<file path="src/rtl/ofb_stream_ctrl.sv">
// OFB AES-128 stream controller: sequences an external combinational core one block at a time,
// holding key, feedback and plaintext stable while the core settles over a multicycle path.
module ofb_stream_ctrl #(
    parameter int CORE_LATENCY = 4,
    parameter int CNT_W        = 16
) (
    input  logic             clk,
    input  logic             rst,
    input  logic             start,
    input  logic [127:0]     key_in,
    input  logic [127:0]     iv_in,
    input  logic [CNT_W-1:0] num_blocks,
    input  logic             in_valid,
    output logic             in_ready,
    input  logic [127:0]     in_data,
    output logic             out_valid,
    input  logic             out_ready,
    output logic [127:0]     out_data,
    output logic             busy,
    output logic             done,
    output logic [CNT_W-1:0] blk_idx,
    output logic [127:0]     core_key,
    output logic [127:0]     core_iv,
    output logic [127:0]     core_image,
    input  logic [127:0]     core_ciphertext,
    input  logic [127:0]     core_pre_enc
);

    typedef enum logic [1:0] {
        IDLE,
        ACCEPT,
        CALC,
        EMIT
    } state_t;

    localparam logic [3:0] SETTLE_INIT = 4'(CORE_LATENCY - 1);

    state_t             state_q, state_d;
    logic [127:0]       key_q, key_d;
    logic [127:0]       fb_q, fb_d;
    logic [127:0]       pt_q, pt_d;
    logic [127:0]       out_data_q, out_data_d;
    logic [CNT_W-1:0]   remain_q, remain_d;
    logic [CNT_W-1:0]   blk_idx_q, blk_idx_d;
    logic [3:0]         settle_q, settle_d;
    logic               in_ready_q, in_ready_d;
    logic               out_valid_q, out_valid_d;
    logic               busy_q, busy_d;
    logic               done_q, done_d;

    assign in_ready   = in_ready_q;
    assign out_valid  = out_valid_q;
    assign out_data   = out_data_q;
    assign busy       = busy_q;
    assign done       = done_q;
    assign blk_idx    = blk_idx_q;
    assign core_key   = key_q;
    assign core_iv    = fb_q;
    assign core_image = pt_q;

    always_comb begin
        state_d    = state_q;
        key_d      = key_q;
        fb_d       = fb_q;
        pt_d       = pt_q;
        out_data_d = out_data_q;
        remain_d   = remain_q;
        blk_idx_d  = blk_idx_q;
        settle_d   = settle_q;
        done_d     = 1'b0;

        case (state_q)
            IDLE: begin
                if (start) begin
                    key_d     = key_in;
                    fb_d      = iv_in;
                    remain_d  = num_blocks;
                    blk_idx_d = '0;
                    if (num_blocks == '0) begin
                        done_d = 1'b1;
                    end else begin
                        state_d = ACCEPT;
                    end
                end
            end
            ACCEPT: begin
                if (in_valid) begin
                    pt_d     = in_data;
                    settle_d = SETTLE_INIT;
                    state_d  = CALC;
                end
            end
            CALC: begin
                // The keystream becomes the next feedback value only here, once the core has settled.
                if (settle_q == 4'd0) begin
                    out_data_d = core_ciphertext;
                    fb_d       = core_pre_enc;
                    remain_d   = remain_q - CNT_W'(1);
                    state_d    = EMIT;
                end else begin
                    settle_d = settle_q - 4'd1;
                end
            end
            EMIT: begin
                if (out_ready) begin
                    if (remain_q == '0) begin
                        done_d  = 1'b1;
                        state_d = IDLE;
                    end else begin
                        blk_idx_d = blk_idx_q + CNT_W'(1);
                        state_d   = ACCEPT;
                    end
                end
            end
            default: begin
                state_d = IDLE;
            end
        endcase

        in_ready_d  = (state_d == ACCEPT);
        out_valid_d = (state_d == EMIT);
        busy_d      = (state_d != IDLE);
    end

    always_ff @(posedge clk) begin
        if (rst) begin
            state_q     <= IDLE;
            key_q       <= '0;
            fb_q        <= '0;
            pt_q        <= '0;
            out_data_q  <= '0;
            remain_q    <= '0;
            blk_idx_q   <= '0;
            settle_q    <= '0;
            in_ready_q  <= 1'b0;
            out_valid_q <= 1'b0;
            busy_q      <= 1'b0;
            done_q      <= 1'b0;
        end else begin
            state_q     <= state_d;
            key_q       <= key_d;
            fb_q        <= fb_d;
            pt_q        <= pt_d;
            out_data_q  <= out_data_d;
            remain_q    <= remain_d;
            blk_idx_q   <= blk_idx_d;
            settle_q    <= settle_d;
            in_ready_q  <= in_ready_d;
            out_valid_q <= out_valid_d;
            busy_q      <= busy_d;
            done_q      <= done_d;
        end
    end

endmodule

</file>
<file path="config.mk">
export PLATFORM = sky130hd
export DESIGN_NAME = ofb_stream_ctrl
export DESIGN_NICKNAME = d
export VERILOG_FILES = /design/src/rtl/ofb_stream_ctrl.sv
export SDC_FILE = /design/constraint.sdc
export NUM_CORES = 1
export LEC_CHECK = 0
export CORE_AREA = 5 5 461 463
export CTS_CLUSTER_DIAMETER = 150
export DETAILED_ROUTE_END_ITERATION = 8
export DIE_AREA = 0 0 466 468
export PLACE_DENSITY = 0.42
export RECOVER_POWER = 50
export SYNTH_ARGS = -nofsm -noshare
export SYNTH_HDL_FRONTEND = slang
export SYNTH_SLANG_ARGS = --single-unit
</file>
<file path="constraint.sdc">
create_clock -name clk -period 4.6 [get_ports clk]
set_input_delay 1.15 -clock clk [delete_from_list [all_inputs] [get_ports clk]]
set_output_delay 1.15 -clock clk [all_outputs]
set_load 0.1 [all_outputs]
</file>
# Yosys cells after proc, flatten, opt, wreduce, memory -nomap -nowiden

Cells that the tools add are included.

Register bits: 554
Latch bits: 0
Memory bits (writable): 0
Bits in read-only memories: 0
Output and inout bits: 532
Memories: 0

$add $sub $neg: 3
Multiply operators: 0
Div/mod/pow operators: 0
$lt $le $gt $ge: 0
Eq/ne operators: 11
Shifts and indexed selects: 0
Muxes and demuxes: 25
Bitwise logic cells: 0
Reduce and logical (&&, ||, !) cells: 14

Operators with widths:

| operator                                                               | number |
|---|---|
| 128-bit two-way mux                                                    | 2 |
| 128-bit case mux with 2 select lines                                   | 1 |
| 16-bit two-way mux                                                     | 5 |
| 16-bit case mux with 2 select lines                                    | 2 |
| 16-bit logical NOT                                                     | 2 |
| 16-bit by 1-bit adder with 16-bit output (second input constant)       | 1 |
| 16-bit by 1-bit subtractor with 16-bit output (second input constant)  | 1 |
| 2-bit inequality test (second input constant)                          | 6 |
| 2-bit two-way mux                                                      | 5 |
| 4-bit two-way mux                                                      | 2 |
| 2-bit case mux with 4 select lines                                     | 1 |
| 4-bit case mux with 2 select lines                                     | 1 |
| 2-bit nonzero test                                                     | 4 |
| 2-bit equality test (second input constant)                            | 3 |
| 2-bit AND reduction                                                    | 3 |
| 3-bit AND reduction                                                    | 2 |
| 1-bit two-way mux                                                      | 5 |
| 2-bit by 1-bit equality test with 1-bit output (second input constant) | 2 |
| 4-bit logical NOT                                                      | 1 |
| 4-bit AND reduction                                                    | 1 |
| 4-bit by 1-bit subtractor with 4-bit output (second input constant)    | 1 |
| 2-bit logical NOT                                                      | 1 |
| 1-bit case mux with 2 select lines                                     | 1 |

# Longest topological paths before layout

Gate-level depths: netlist of run 1.

Word-level depth: 5
Gate-level depth with buffers: 10
Mapped depth without buffers: 7

# Least setup slack after synthesis of run 1

Ideal clock, no wire load.

Kind: register to register
Start point: register blk_idx_q[4], in the netlist blk_idx[4]
End point: register blk_idx_q[15], in the netlist blk_idx[15]
Library setup time: 70 ps
Data arrival time: 2462 ps
Setup slack: 2068 ps
Cell stages (with the launch flop): 6
Period minus slack after synthesis: 2532 ps
Cell sequence: dfxtp_1 nand4_1 nor3_1 nand4_1 or4_1 a21oi_1

Longest elaborated chain between the ends: 4

RTL lines:

| element                                  | line | text |
|---|---|---|
| start, declared                          | 44   | `logic [CNT_W-1:0] blk_idx_q, blk_idx_d;` |
| start signal, assigned                   | 146  | `blk_idx_q <= blk_idx_d;` |
| 16-bit by 1-bit adder with 16-bit output | 110  | `blk_idx_d = blk_idx_q + CNT_W'(1);` |
| 16-bit two-way mux                       | 106  | `if (remain_q == '0) begin` |
| 16-bit two-way mux                       | 105  | `if (out_ready) begin` |
| 16-bit case mux with 2 select lines      | 72   | `case (state_q)` |

Every way passes these cells. The select of a mux whose other input is x is not followed.
A chain may end at the register's enable or synchronous reset.

# Final worst setup path of run 1

Start point: register blk_idx_q[5], in the netlist blk_idx[5]
End point: output blk_idx[5]

RTL lines:

| element       | line | text |
|---|---|---|
| end, declared | 21   | `output logic [CNT_W-1:0] blk_idx,` |

No word-level cell between the ends.

==> key figures, run 1 <==
Clocking
  • Root Buffer: clkbuf_16
  • H-Tree Depth: 3
  • Clk slew on worst S/H paths: 60 ps
  • CTS Buf Count: 77
  • Clk buf depth: 3
  • TritonCTS clock tree: yes
  • Worst skew pair latency: 710 ps
  • Post-CTS setup buffers: 0
  • CTS sink count: 554
  • Resized cells post-CTS: 0
  • # hold bufs at CTS: 0

Run status
  • Status: finished with violations
  • Failing checks: capacitance limit, slew limit

Synthesis
  • Ys async rst share: 0%
  • Synth area leader: dfxtp_1
  • Yosys reg bits: 554
  • Synthesized netlist cell count: 2534
  • Synth cell types: 54
  • Synth warn: 0
  • Yosys top cell area share: 53.1%
  • Syn_area_per_cell: 8.24 um^2
  • Sequential share of the synthesized area: 53.1%
  • Synth area leaders: dfxtp_1, nand2_1, a21oi_1, mux2i_1, a211oi_1
  • Synthesized Nets: 3203
  • Synthesized cell area: 20900 um^2
  • Post-synth top flop: dfxtp_1
  • EDFF count, synth: 0

Detailed routing
  • Routed vias: 22500
  • Final WL: 137 mm
  • DR vias/cell: 3.45
  • Iter 0 DRT Violations: 1061
  • DR WL/cell: 21.1 um
  • DRT Pass-1 Iters: 5
  • DR DRC count: 0
  • Antenna Nets Post-Route: 0

Worst setup path
  • CP max stage delay: 1240 ps
  • Crit Path Category: flip-flop to output port
  • Critical Path Start Type: flip-flop
  • Crit path required time: 3450 ps
  • Critical Path Fanout Max: 5
  • CP bufs+invs: 1
  • Element type at the critical path end: output port
  • CP Cell Sequence: clkdlybuf4s50_1
  • Top Family by Delay on Critical Path: buffers and inverters
  • CP arrival: 2440 ps
  • Slowest cell on crit path: clkdlybuf4s50_1

Placed design
  • Placement Setup Slack: 877 ps
  • DP HPWL: 109 mm
  • Routability cong.: 0.895
  • I/O Buffers: 1192
  • Area of placed instances: 36000 um^2

Finish
  • Final design instance area without fill: 38300 um^2
  • Layout cells sized above 1: 4.65%
  • Combined area of the multi-input logic cells: 9020 um^2
  • Register area: 11100 um^2
  • Layout net count: 4310
  • Fillers: 23400
  • Area grow syn2layout: 83.6%

STA
  • RSZ-0062 raised after global routing: no
  • Final setup TNS: 0 ps
  • Final period utilization: 78.1%
  • Hold slack final: 450 ps
  • Final hold vios: 0
  • Final setup fails: 0
  • Worst slew margin: -80.9%
  • Setup Skew: 42.4 ps
  • Max Clk Rate: 278 MHz
  • Tmin final: 3590 ps
  • Worst Tran Pin Value: 2710 ps
  • Slack of the critical path: 1010 ps
  • Max-slew violation count: 88

GRT
  • Pin count of the biggest net entering global routing: 129
  • Initial antenna violation count: 43
  • Grt ovf: 0
  • First-pass GRT wire length: 182 mm
  • GRT Overall Usage: 11.9%
  • Vias in the first global route: 22200

Floorplan
  • Core area: 208000 um^2
  • Width of the die: 466 um
  • Ports: 1193
  • Chip Height: 468 um
  • Die area: 218000 um^2
  • Floorplan row count: 168
  • Initial Util: 10.0%

Power and ir drop
  • Static Leak: 0.0125 uW
  • Max VDD drop: 0.238 mV
  • Cell area power density: 418 nW/um^2

Min path
  • Worst Hold Class: flip-flop to flip-flop

Flow run
  • Max-cap violations: 11
[area by class of cell]
cell class | count | share of cell area, %
timing repair buffer | 1229 | 31.5
sequential | 554 | 28.9
clock buffer | 110 | 5.80
tap | 2805 | 9.15
inverter | 15 | 0.147
antenna | 5 | 0.0326
multi-input combinational | 1764 | 23.5
clock inverter | 24 | 0.888
[routing by layer]
metal / track usage, % / share of wire [%]
met1: 13.6 / 40
met2: 19.0 / 45
met3: 6.84 / 13
met4: 2.73 / 2.0
met5: 0 / 0.16
[stage by stage]
| step | instances | util [%] | total power [uW] |
|---|---|---|---|
| finish | 6506 | 18.4 | 16000 |
| global route | 6503 | 18.4 | 16700 |
| CTS | 6501 | 18.5 | 16400 |
| detailed placement | 6367 | 17.3 | 10100 |
| global placement | 6367 | 17.3 | 10100 |
| floorplan | 2534 | - | 8350 |
[cell usage in the layout, fill, tap and decap left out, types with 4 or more instances in the layout]
master	synthesis	final
clkbuf_1	174	63
buf_4	0	14
a211oi_1	134	134
o21ai_1	12	12
clkinvlp_4	0	4
and3_1	5	5
a21oi_2	5	5
nor3_1	11	10
clkinv_2	0	6
buf_12	0	13
mux2i_1	129	129
nor2b_1	10	10
inv_1	15	15
nor2_1	152	152
dfxtp_1	554	554
clkbuf_16	0	78
diode_2	0	5
a21oi_1	414	414
ha_1	8	7
clkbuf_2	0	4
clkdlybuf4s50_1	0	1152
nand3_1	6	5
o21ai_0	17	17
nand2_1	786	784
clkbuf_8	0	15
or3_1	15	15
nor4_1	6	6
nand4_1	4	4
[synth_stat cells, drive strengths merged (4+ instances only)]
cell,number
dfxtp,554
nor2b,10
nand4,4
ha,8
nand3,6
inv,15
buf,27
a21oi,419
a211oi,134
and3,5
nor3,12
nand2,786
mux2i,129
clkbuf,174
or3,15
nor2,152
o21ai,30
nor4,6
[cells by family after synthesis]
| logic type | after synthesis | share of synthesized area (%) |
|---|---|---|
| xor gates and xnor gates | 4 | 0.168 |
| muxes | 130 | 6.24 |
| buffers and inverters | 216 | 4.09 |
| adders and majority gates | 8 | 0.479 |
| AOI/OAI and AO/OA | 611 | 16.9 |
| DFF | 554 | 53.1 |
| and+or+nand+nor | 1011 | 19.0 |
[sequential cells by signal, summed over array words and instances, names as in the netlist]
signal,flops
out_valid,1
core_key,128
blk_idx,16
busy,1
state_q,2
in_ready,1
out_data,128
core_image,128
settle_q,4
core_iv,128
remain_q,16
done,1
[report_power, final]
part	switching, uW	leakage, uW	internal [uW]	total (uW)
Sequential	191	0.00453	5130	5320
Clock	2550	0.00124	3560	6110
Combinational	3310	0.00677	1290	4590
[path summary, 6_finish.rpt]
path,start,end,slack (ps),depth (start not counted)
min reg2reg,core_image[4],core_image[4],450,2
min,core_image[4],core_image[4],450,2
max,blk_idx[5],blk_idx[5],1010,1
max reg2reg,state_q[0],core_iv[80],1690,8
No activity file was read; power rests on OpenSTA's default activity.
==> inputs of run 2 (changes only) <==
==> constraint.sdc (replaced) <==
create_clock -name clk -period 3.6 [get_ports clk]
set_input_delay 0.9 -clock clk [delete_from_list [all_inputs] [get_ports clk]]
set_output_delay 0.9 -clock clk [all_outputs]
set_load 0.1 [all_outputs]
==> run 2 against run 1 <==
Net effect: via count increased by 0.61%; largest power group unchanged; clock-buffer cell count shrank 5; the run now ends clean; register-to-register slack worse by 1200 ps; critical path depth unchanged; non-clock buffer count grew 26; routed wire length up 0.32%; combinational power increased by 22%.
==> key figures, run 2 (synthesis results as in run 1) <==
STA
  • Final setup TNS: 0 ps (unchanged)
  • Worst slew margin: 5.91% (+87 points)
  • Final hold vios: 0 (unchanged)
  • Setup Skew: 35.8 ps (-6.60 ps)
  • Max-slew violation count: 0 (-100%)
  • Worst Tran Pin Value: 1420 ps (-1300 ps)
  • Slack of the critical path: 534 ps (-474 ps)
  • Max Clk Rate: 326 MHz
  • Final period utilization: 85.2%
  • RSZ-0062 raised after global routing: no
  • Final setup fails: 0 (unchanged)
  • Tmin final: 3070 ps

Detailed routing
  • Routed vias: 22600 (+0.61%)
  • DR WL/cell: 21.1 um (about the same)
  • Antenna Nets Post-Route: 0 (unchanged)
  • DRT Pass-1 Iters: 5 (unchanged)
  • DR vias/cell: 3.46 (+0.19%)
  • Iter 0 DRT Violations: 1150 (+8.4%)
  • Final WL: 138 mm (+0.32%)
  • DR DRC count: 0 (unchanged)

Worst setup path
  • Critical Path Start Type: flip-flop
  • Crit Path Category: flip-flop to output port
  • CP bufs+invs: 1 (unchanged)
  • CP arrival: 2170 ps (-270 ps)
  • Critical Path Fanout Max: 2 (-3)
  • Worst reg-to-reg path cell count: 9 (+1)
  • Slowest cell on crit path: clkdlybuf4s50_1
  • CP Cell Sequence: clkdlybuf4s50_1
  • CP max stage delay: 1140 ps (-100 ps)
  • Crit path required time: 2700 ps (-750 ps)
  • Top Family by Delay on Critical Path: buffers and inverters
  • Stages on worst setup path: 1 (unchanged)
  • Element type at the critical path end: output port

Clocking
  • CTS sink count: 554 (unchanged)
  • Clk slew on worst S/H paths: 50 ps (about the same)
  • Root Buffer: clkbuf_16
  • Post-CTS setup buffers: 0 (unchanged)
  • TritonCTS clock tree: yes
  • Worst skew pair latency: 690 ps (-20 ps)
  • Resized cells post-CTS: 0 (unchanged)
  • H-Tree Depth: 3 (unchanged)
  • CTS Buf Count: 76 (-1.3%)
  • Clk buf depth: 3 (unchanged)
  • # hold bufs at CTS: 0 (unchanged)

Power and ir drop
  • Max VDD drop: 0.363 mV (+53%)
  • Static Leak: 0.0124 uW (-1.2%)
  • Cell area power density: 553 nW/um^2 (+32%)

Placed design
  • DP HPWL: 110 mm (+0.93%)
  • Routability cong.: 0.921 (+2.9%)
  • Area of placed instances: 35000 um^2 (-2.6%)
  • I/O Buffers: 1192 (unchanged)
  • Placement Setup Slack: 355 ps (-522 ps)

GRT
  • Vias in the first global route: 22500 (+1.4%)
  • GRT Overall Usage: 11.9% (+0.059 points)
  • Initial antenna violation count: 38 (-12%)
  • Grt ovf: 0 (unchanged)
  • Pin count of the biggest net entering global routing: 130 (+0.78%)
  • First-pass GRT wire length: 184 mm (+0.80%)

Min path
  • Hold path cells: 2 (unchanged)
  • Worst Hold Class: flip-flop to flip-flop

Floorplan
  • Initial Util: 10.0% (unchanged)
  • Core area: 208000 um^2 (unchanged)
  • Ports: 1193 (unchanged)
  • Chip Height: 468 um (unchanged)
  • Floorplan row count: 168 (unchanged)
  • Width of the die: 466 um (unchanged)
  • Die area: 218000 um^2 (unchanged)

Finish
  • Layout net count: 4335 (+0.58%)
  • Final design instance area without fill: 36300 um^2 (-5.4%)
  • Layout cells sized above 1: 10.4% (+5.8 points)
  • Most common library cell in the layout ignoring fill and taps: nand2_1
  • Commonest non-fill, non-tap cells in the layout: nand2_1, clkdlybuf4s50_1, dfxtp_1, a21oi_1, clkbuf_1
  • Area grow syn2layout: 73.7%

Flow run
  • Max-cap violations: 0 (-11)

Run status
  • Status: finished clean
## run 2: area by class of cell
cell class | count | area (um^2)
Inverter | 15 | 56.3
Clock inverter | 32 | 362
Sequential cell | 554 | 11100
Antenna cell | 3 | 7.51
Tap cell | 2805 | 3510
Multi-Input combinational cell | 1764 | 8960
Fill cell | 23700 | 172000
Clock buffer | 105 | 2160
Timing Repair Buffer | 1255 | 10100
## run 2: final timing paths
kind	start	to	slack, ps
setup / recovery	out_data[59]	out_data[59]	530
hold / removal	out_data[111]	out_data[111]	450
setup reg to reg	state_q[0]	core_iv[29]	540
hold reg to reg	out_data[111]	out_data[111]	450
## run 2: metrics by stage
stage / total power, uW / util (%) / hold WS (ps) / cells
6_report: 20100 / 17.4 / 450 / 6533
5_1_grt: 21000 / 17.4 / 466 / 6531
4_1_cts: 20800 / 18.0 / 454 / 6530
3_5_place_dp: 12800 / 16.8 / 447 / 6393
3_3_place_gp: 12800 / 16.8 / 442 / 6393
2_1_floorplan: 10700 / - / 444 / 2534
## run 2: report_power, final
part           leakage [uW]  switching [uW]  internal, uW
Sequential          0.00453             248          6550
Clock               0.00125            3270          4410
Combinational       0.00662            4220          1370
Total                0.0124            7740         12300
## run 2: per-layer routing
metal,wire (um),part of all wire [%],global-route usage (%),vias to the layer above
met1,56000,41,13.9,10600
li1,-,-,-,10800
met4,2830,2.1,2.68,30
met5,172,0.12,0,-
met3,16500,12,6.23,171
met2,62300,45,19.3,974
